File: config.mk
export PLATFORM = sky130hd
export DESIGN_NAME = dmem_arbiter
export DESIGN_NICKNAME = d
export VERILOG_FILES = /design/src/rtl/dmem_arbiter.sv
export SDC_FILE = /design/constraint.sdc
export NUM_CORES = 1
export LEC_CHECK = 0
export BUFFER_PORTS_ARGS = -buffer_cell sky130_fd_sc_hd__buf_2
export CORE_MARGIN = 2
export CORE_UTILIZATION = 40
export CTS_CLUSTER_DIAMETER = 80
export DETAILED_ROUTE_END_ITERATION = 8
export PLACE_DENSITY_LB_ADDON = 0.25
export SLEW_MARGIN = 20
export SYNTH_ARGS = -nofsm -noshare
export SYNTH_HDL_FRONTEND = slang
export SYNTH_SLANG_ARGS = --single-unit
File: constraint.sdc
create_clock -name clock -period 2.1 [get_ports clock]
set_input_delay 0.21 -clock clock [delete_from_list [all_inputs] [get_ports clock]]
set_output_delay 0.21 -clock clock [all_outputs]
set_load 0.03 [all_outputs]
File: src/rtl/dmem_arbiter.sv
// dmem_arbiter
//   Shares one data-memory port between two requesters (0 = CPU data port,
//   1 = loader / debug DMA). Each requester uses a req/ack handshake; ties are
//   broken round-robin. Each access holds the memory strobes for WAIT_CYCLES
//   cycles, followed by one cycle that carries the completion ack.
//
// Ports
//   clock, reset            system clock, synchronous active-high reset
//   req/wr/addr/wdata{0,1}  requester inputs, held stable while req is high
//   ack{0,1}                one-cycle completion pulse to each requester
//   rdata{0,1}              read data per requester, held until that
//                           requester's next read completes
//   mem_address, mem_wdata  latched address / write data to the memory
//   mem_rdata               memory read data, sampled on the last access cycle
//   mem_en, mem_wr          memory access / write strobes
//   busy                    high whenever an access is in progress or acking
module dmem_arbiter #(
    parameter int WAIT_CYCLES = 1,
    parameter int AW          = 32,
    parameter int DW          = 32
) (
    input  logic          clock,
    input  logic          reset,
    input  logic          req0,
    input  logic          wr0,
    input  logic [AW-1:0] addr0,
    input  logic [DW-1:0] wdata0,
    output logic          ack0,
    output logic [DW-1:0] rdata0,
    input  logic          req1,
    input  logic          wr1,
    input  logic [AW-1:0] addr1,
    input  logic [DW-1:0] wdata1,
    output logic          ack1,
    output logic [DW-1:0] rdata1,
    output logic [AW-1:0] mem_address,
    output logic [DW-1:0] mem_wdata,
    input  logic [DW-1:0] mem_rdata,
    output logic          mem_en,
    output logic          mem_wr,
    output logic          busy
);

    typedef enum logic [1:0] {IDLE, ACCESS, DONE} state_t;

    // Counter is loaded with WAIT_CYCLES-1 so the access lasts WAIT_CYCLES cycles.
    localparam logic [7:0] CNT_INIT = 8'(WAIT_CYCLES - 1);

    state_t        state;
    logic [7:0]    cnt;
    logic          last_grant;
    logic          owner;
    logic          wr_flag;

    logic          grant_any;
    logic          pick;
    logic          pick_wr;
    logic [AW-1:0] pick_addr;
    logic [DW-1:0] pick_wdata;

    // Winner selection: a lone requester always wins; on a tie the requester
    // that was not granted last time wins.
    always_comb begin
        grant_any  = req0 | req1;
        pick       = 1'b0;
        if (req0 && req1)
            pick = ~last_grant;
        else
            pick = req1;
        pick_wr    = pick ? wr1    : wr0;
        pick_addr  = pick ? addr1  : addr0;
        pick_wdata = pick ? wdata1 : wdata0;
    end

    always_ff @(posedge clock) begin
        if (reset) begin
            state       <= IDLE;
            cnt         <= '0;
            last_grant  <= 1'b1;
            owner       <= 1'b0;
            wr_flag     <= 1'b0;
            mem_address <= '0;
            mem_wdata   <= '0;
            mem_en      <= 1'b0;
            mem_wr      <= 1'b0;
            ack0        <= 1'b0;
            ack1        <= 1'b0;
            busy        <= 1'b0;
            rdata0      <= '0;
            rdata1      <= '0;
        end else begin
            ack0 <= 1'b0;
            ack1 <= 1'b0;
            case (state)
                IDLE: begin
                    if (grant_any) begin
                        owner       <= pick;
                        last_grant  <= pick;
                        wr_flag     <= pick_wr;
                        mem_address <= pick_addr;
                        mem_wdata   <= pick_wdata;
                        cnt         <= CNT_INIT;
                        mem_en      <= 1'b1;
                        mem_wr      <= pick_wr;
                        busy        <= 1'b1;
                        state       <= ACCESS;
                    end
                end
                ACCESS: begin
                    if (cnt != 8'd0) begin
                        cnt <= cnt - 8'd1;
                    end else begin
                        // Last access cycle: reads land only in the owner's register.
                        if (!wr_flag) begin
                            if (owner)
                                rdata1 <= mem_rdata;
                            else
                                rdata0 <= mem_rdata;
                        end
                        mem_en <= 1'b0;
                        mem_wr <= 1'b0;
                        ack0   <= ~owner;
                        ack1   <= owner;
                        state  <= DONE;
                    end
                end
                DONE: begin
                    busy  <= 1'b0;
                    state <= IDLE;
                end
                default: begin
                    state <= IDLE;
                end
            endcase
        end
    end

endmodule

==> results of run 1 <==
## layer usage
metal	global-route usage, %	wire length, microns	vias up
met3	6.66	1160	19
met1	23.4	6500	2411
li1	-	-	2715
met5	0	0	-
met4	7.07	267	0
met2	34.6	7860	201
## metrics by stage
| step | util, % | power, uW |
|---|---|---|
| after floorplan | - | 7330 |
| after global placement | 53.5 | 8640 |
| after detailed placement | 53.5 | 8690 |
| after CTS | 57.9 | 11800 |
| after global routing | 57.9 | 12400 |
| final | 57.9 | 11700 |
## area by class of cell
cell class	count	area share [%]
multi-input combinational	419	33.0
inverter	4	0.186
tap	180	2.78
clock buffer	19	5.60
clock inverter	13	1.98
sequential	146	36.1
timing repair buffer	308	20.3
## placed cells by master, fill, tap and decap left out, types with 2 or more instances in the layout
cell / instances
buf_2: 297
dfxtp_1: 146
nor2_1: 104
mux2i_1: 97
nand2_1: 69
a211oi_1: 65
a21oi_1: 43
clkbuf_16: 17
buf_12: 6
clkinvlp_4: 5
buf_4: 5
inv_1: 4
nand2b_1: 3
o31ai_1: 3
or4_1: 3
bufinv_16: 3
clkinv_2: 3
nor4bb_1: 2
nand3_1: 2
nor3_1: 2
o21ai_0: 2
xnor2_1: 2
or3_1: 2
ha_1: 2
clkbuf_8: 2
clkinv_4: 2
## worst reg2reg max path: stages (launching register included)
cell and delay [ps]:
dfxtp_1 300, inv_1 70, ha_1 210, nor4bb_1 140
a211o_1 400, or4_1 520, a21oi_1 140
## logic make-up (layout without fill, tap and decap cells)
family                     Yosys count  after routing  share of synthesized area [%]
AOI/OAI and AO/OA                  120            120                           13.7
xor gates and xnor gates             2              2                          0.302
adders and majority gates            2              2                          0.432
buffers and inverters               50            344                           3.72
DFF                                146            146                           50.5
muxes                               98             98                           17.0
and+or+nand+nor                    197            197                           14.4
## state kept, by name, indices dropped and copies added, names as in the netlist
name and count:
busy 1, mem_address 32, mem_en 1, owner 1
mem_wr 1, state 2, rdata1 32, mem_wdata 32
last_grant 1, ack1 1, rdata0 32, wr_flag 1
cnt 8, ack0 1
## worst min-delay path by stage
stage	from	to	slack, ps	cells past startpoint
detailed placement	rdata1[22]$_SDFFE_PP0P_	rdata1[22]$_SDFFE_PP0P_	440	2
floorplan	mem_rdata[0]	rdata1[0]$_SDFFE_PP0P_	350	2
global placement	rdata1[19]$_SDFFE_PP0P_	rdata1[19]$_SDFFE_PP0P_	430	2
global route	mem_rdata[31]	rdata0[31]$_SDFFE_PP0P_	30	3
finish	mem_rdata[4]	rdata0[4]$_SDFFE_PP0P_	50	3
CTS	mem_rdata[31]	rdata0[31]$_SDFFE_PP0P_	40	3
## power by group through the flow
stage | logic [uW] | clock network (uW) | registers (uW)
2_1_floorplan | 2230 | 0 | 5100
3_3_place_gp | 4740 | 0 | 3900
3_5_place_dp | 4770 | 0 | 3920
4_1_cts | 4780 | 3140 | 3880
5_1_grt | 5170 | 3280 | 3970
6_report | 4730 | 3090 | 3880
==> results.toml, run 1 <==
[power_and_ir_drop]
swShare_pct = 39.4
leakagePower_uw = 0.00397
switchingPower_uw = 4610
combinationalPowerShare_pct = 40.4
p_seq_share_pct = 33.2
power.internal_uw = 7090
power_density_mw_per_mm2 = 1450
p_clk_share_pct = 26.4
ir_drop_mv = 0.776

[global_route]
grt_overflow = 0
grt_usage_pct = 20.1
antenna_found_initial = 0
grt_pass1_wl_microns = 25300
grt_max_degree = 72
grt_pass1_vias = 5055

[critical_path]
crit_required_ps = 2440
critical-path-top-delay-family = "simple AND/OR/NAND/NOR gates"
rrSetupSlack_ps = 240
crit_type = "reg2reg"
timing.rr.end = "cnt[7]$_SDFFE_PP0P_"
rr_startpoint = "cnt[0]$_SDFFE_PP0P_"
slowest_delay_ps = 520
crit_buf_inv = 1
critPathSlowestCell = "or4_1"
cp_cell_sequence = "inv_1 -> ha_1 -> nor4bb_1 -> a211o_1 -> or4_1 -> a21oi_1"
path_depth = 6
crit_path_start_kind = "flop"
cp.arrival_ps = 2200
path_max_fanout = 8
reg2reg_depth = 6
startpoint = "cnt[0]$_SDFFE_PP0P_"
end_kind = "flop"
cp-endpoint = "cnt[7]$_SDFFE_PP0P_"

[floorplan]
start_util_pct = 41.4
rows = 43
die_w_microns = 124
die-area_sq_mm = 0.0155
core_area_sq_mm = 0.0140
die_h_microns = 124
io-pin-count = 299

[timing]
hold_slack_ps = 46.5
tightestPinTransition_ps = 602
timing.slew.headroom_pct = 58.8
fin_crit_sh_pct = 88.5
hold_viol = 0
setup_viol = 0
setup_tns_ps = 0
worst_slack_ps = 242
rsz0062_at_grt = "false"
fmax_mhz = 538
drv_slew = 0
fin_crit_ps = 1860
finClkSkew_ps = 11.4

[logic_synthesis]
synth_largest_area_cell = "dfxtp_1"
ys.flop_type = "dfxtp_1"
syn_avg_cell_area_sq_um = 9.42
synth_seq_cells = 146
synth_top_area_share_pct = 50.5
yosys-top-cells-count = "dfxtp_1 (146), nor2_1 (104), mux2i_1 (97)"
ys_seq_area_share_pct = 50.5
yosysMostFrequentCell = "dfxtp_1"
synth_area_sq_mm = 0.00579
synth_nets = 783
synth_cell_types = 39
yosys_warnings = 0
synth_edf_count = 0
syn_inst = 615
synthTopCellsByArea = "dfxtp_1 (50%), mux2i_1 (17%), a211oi_1 (8.4%)"
synth-async-reset-ratio_pct = 0

[clock_network]
path_clk_slew_ps = 60
cts_setup_buffers = 0
cts_root_buf = "clkbuf_16"
h-tree-depth = 4
cts-buffers-inserted = 17
holdBufCountCts = 0
post_cts_resized = 0
cts_tree = "yes"
numClockSinks = 146
clk_path_buf_depth = 2
insertion_delay_ps = 420

[detailed_routing]
drc = 0
routed-via-count = 5346
ant_nets = 0
routed_via_density = 4.91
drtIter0Drc = 186
drt-total-wl_microns = 15800
first_pass_iters = 4
wl_per_cell_microns = 14.5

[final_layout]
drive_gt1_share_pct = 38.4
nNetsFinal = 1064
multiInputGateArea_sq_mm = 0.00267
design_area_sq_mm = 0.00809
area_growth_pct = 39.7
regArea_sq_mm = 0.00292
fillers = 1311
final_cell_count_no_fill = 1089
antenna_cells = 0

[placement]
gp_congestion = 0.766
portBuffers = 298
placed_cells = 1057
place_hpwl_microns = 11500
pre_cts_slack_ps = 271
place_area_sq_mm = 0.00748

[worst_hold_path]
hold_class = "in2reg"

[run]
cap_violations = 0

[outcome]
status = "finished clean"
No activity file was read; power rests on OpenSTA's default activity.
==> run 2: changes to the inputs <==
- CELL_PAD_IN_SITES_DETAIL_PLACEMENT: default -> 1
- CELL_PAD_IN_SITES_GLOBAL_PLACEMENT: default -> 2
- CORE_UTILIZATION: 40 -> 25
- PLACE_DENSITY_LB_ADDON: 0.25 -> 0.1
==> run 2 against run 1 <==
Net effect: clock power shrank 7.4%; final cell count grew 10%; count of clock-buffer cells in the layout shrank 2; largest cell class unchanged; largest power group unchanged.
==> results.toml, run 2 (same netlist as run 1, synthesis figures left out) <==
[final_layout]
nNetsFinal = 1068
fillers = 2715
antenna_cells = 0
layout_commonest_cell = "buf_2"
final_cell_mix = "buf_2 (297), dfxtp_1 (146), nor2_1 (104), mux2i_1 (97), nand2_1 (69)"
drive_gt1_share_pct = 38.7
area_growth_pct = 41.8
final_cell_count_no_fill = 1198

[detailed_routing]
drtIter0Drc = 194
wl_per_cell_microns = 16.4
ant_nets = 0
routed-via-count = 5459
drt-total-wl_microns = 19700
drc = 0
routed_via_density = 4.56
first_pass_iters = 4

[critical_path]
crit_type = "reg2reg"
cp.arrival_ps = 2280
crit_path_start_kind = "flop"
startpoint = "cnt[0]$_SDFFE_PP0P_"
rr_startpoint = "cnt[0]$_SDFFE_PP0P_"
end_kind = "flop"
rrSetupSlack_ps = 170
path_max_fanout = 8
crit_required_ps = 2440

[clock_network]
cts-buffers-inserted = 17
post_cts_resized = 0
path_clk_slew_ps = 60
insertion_delay_ps = 420
h-tree-depth = 4
clk_path_buf_depth = 2
cts_tree = "yes"
cts_setup_buffers = 0
cts_root_buf = "clkbuf_16"
holdBufCountCts = 0
numClockSinks = 146

[outcome]
status = "finished clean"

[timing]
fmax_mhz = 517
worst_slack_ps = 166
tightestPinTransition_ps = 696
drv_slew = 0
finClkSkew_ps = 8.98
setup_tns_ps = 0
setup_viol = 0
timing.slew.headroom_pct = 52.4
fin_crit_ps = 1930
hold_viol = 0
fin_crit_sh_pct = 92.1
rsz0062_at_grt = "false"

[power_and_ir_drop]
ir_drop_mv = 0.471
p_seq_share_pct = 33.1
power_density_mw_per_mm2 = 1430
swShare_pct = 42.2
leakagePower_uw = 0.00398
p_clk_share_pct = 24.4
combinationalPowerShare_pct = 42.5
switchingPower_uw = 4950
power.internal_uw = 6780

[floorplan]
start_util_pct = 25.5
die-area_sq_mm = 0.0244
die_h_microns = 156
die_w_microns = 156
core_area_sq_mm = 0.0227
rows = 55
io-pin-count = 299

[placement]
placed_cells = 1166
gp_congestion = 0.753
place_hpwl_microns = 15100
pre_cts_slack_ps = 196
portBuffers = 298

[global_route]
grt_overflow = 0
antenna_found_initial = 0
grt_max_degree = 74
grt_pass1_wl_microns = 30500
grt_usage_pct = 16.0
grt_pass1_vias = 5675

[worst_hold_path]
hold_class = "in2reg"
worstHoldStart = "mem_rdata[7]"

[run]
cap_violations = 0
run 2: area by class of cell:
| cell class | count | area [sq um] | share of cell area (%) |
|---|---|---|---|
| Clock inverter | 15 | 121 | 1.48 |
| Multi-Input combinational cell | 419 | 2670 | 32.5 |
| Sequential cell | 146 | 2920 | 35.6 |
| Clock buffer | 17 | 425 | 5.18 |
| Tap cell | 285 | 357 | 4.34 |
| Timing Repair Buffer | 312 | 1700 | 20.7 |
| Inverter | 4 | 15.0 | 0.183 |
run 2: through the flow:
stage | util [%] | hold WS, ps | instance area (sq um) | power [uW]
2_1_floorplan | - | 350 | 5790 | 7330
3_3_place_gp | 33.8 | 437 | 7670 | 8860
3_5_place_dp | 33.8 | 444 | 7670 | 9010
4_1_cts | 36.2 | 21.2 | 8210 | 11900
5_1_grt | 36.2 | 36.9 | 8210 | 12500
6_report | 36.2 | 41.9 | 8210 | 11700
run 2: critical path: stages, from the launching register on:
cell and delay, ps:
dfxtp_1 320, inv_1 80, ha_1 220, nor4bb_1 150
a211o_1 400, or4_1 530, a21oi_1 160
run 2: power by group through the flow:
| stage | registers [uW] | clock network (uW) | logic [uW] |
|---|---|---|---|
| global placement | 3920 | 0 | 4940 |
| finish | 3890 | 2860 | 4980 |
| detailed placement | 3950 | 0 | 5060 |
| floorplan | 5100 | 0 | 2230 |
| CTS | 3900 | 2960 | 5080 |
| global route | 3980 | 3080 | 5460 |
run 2: worst paths after layout:
path,cells after the start,end
worst max-delay path,6,cnt[7]$_SDFFE_PP0P_
worst min-delay path,3,rdata0[7]$_SDFFE_PP0P_
worst max register to register,6,cnt[7]$_SDFFE_PP0P_
worst min register to register,2,rdata1[14]$_SDFFE_PP0P_
run 2: routing by layer:
metal | GRT usage (%) | part of all wire (%)
met3 | 5.56 | 8.2
met1 | 19.8 | 44
met4 | 4.85 | 1.1
met5 | 0 | 0
met2 | 26.2 | 47
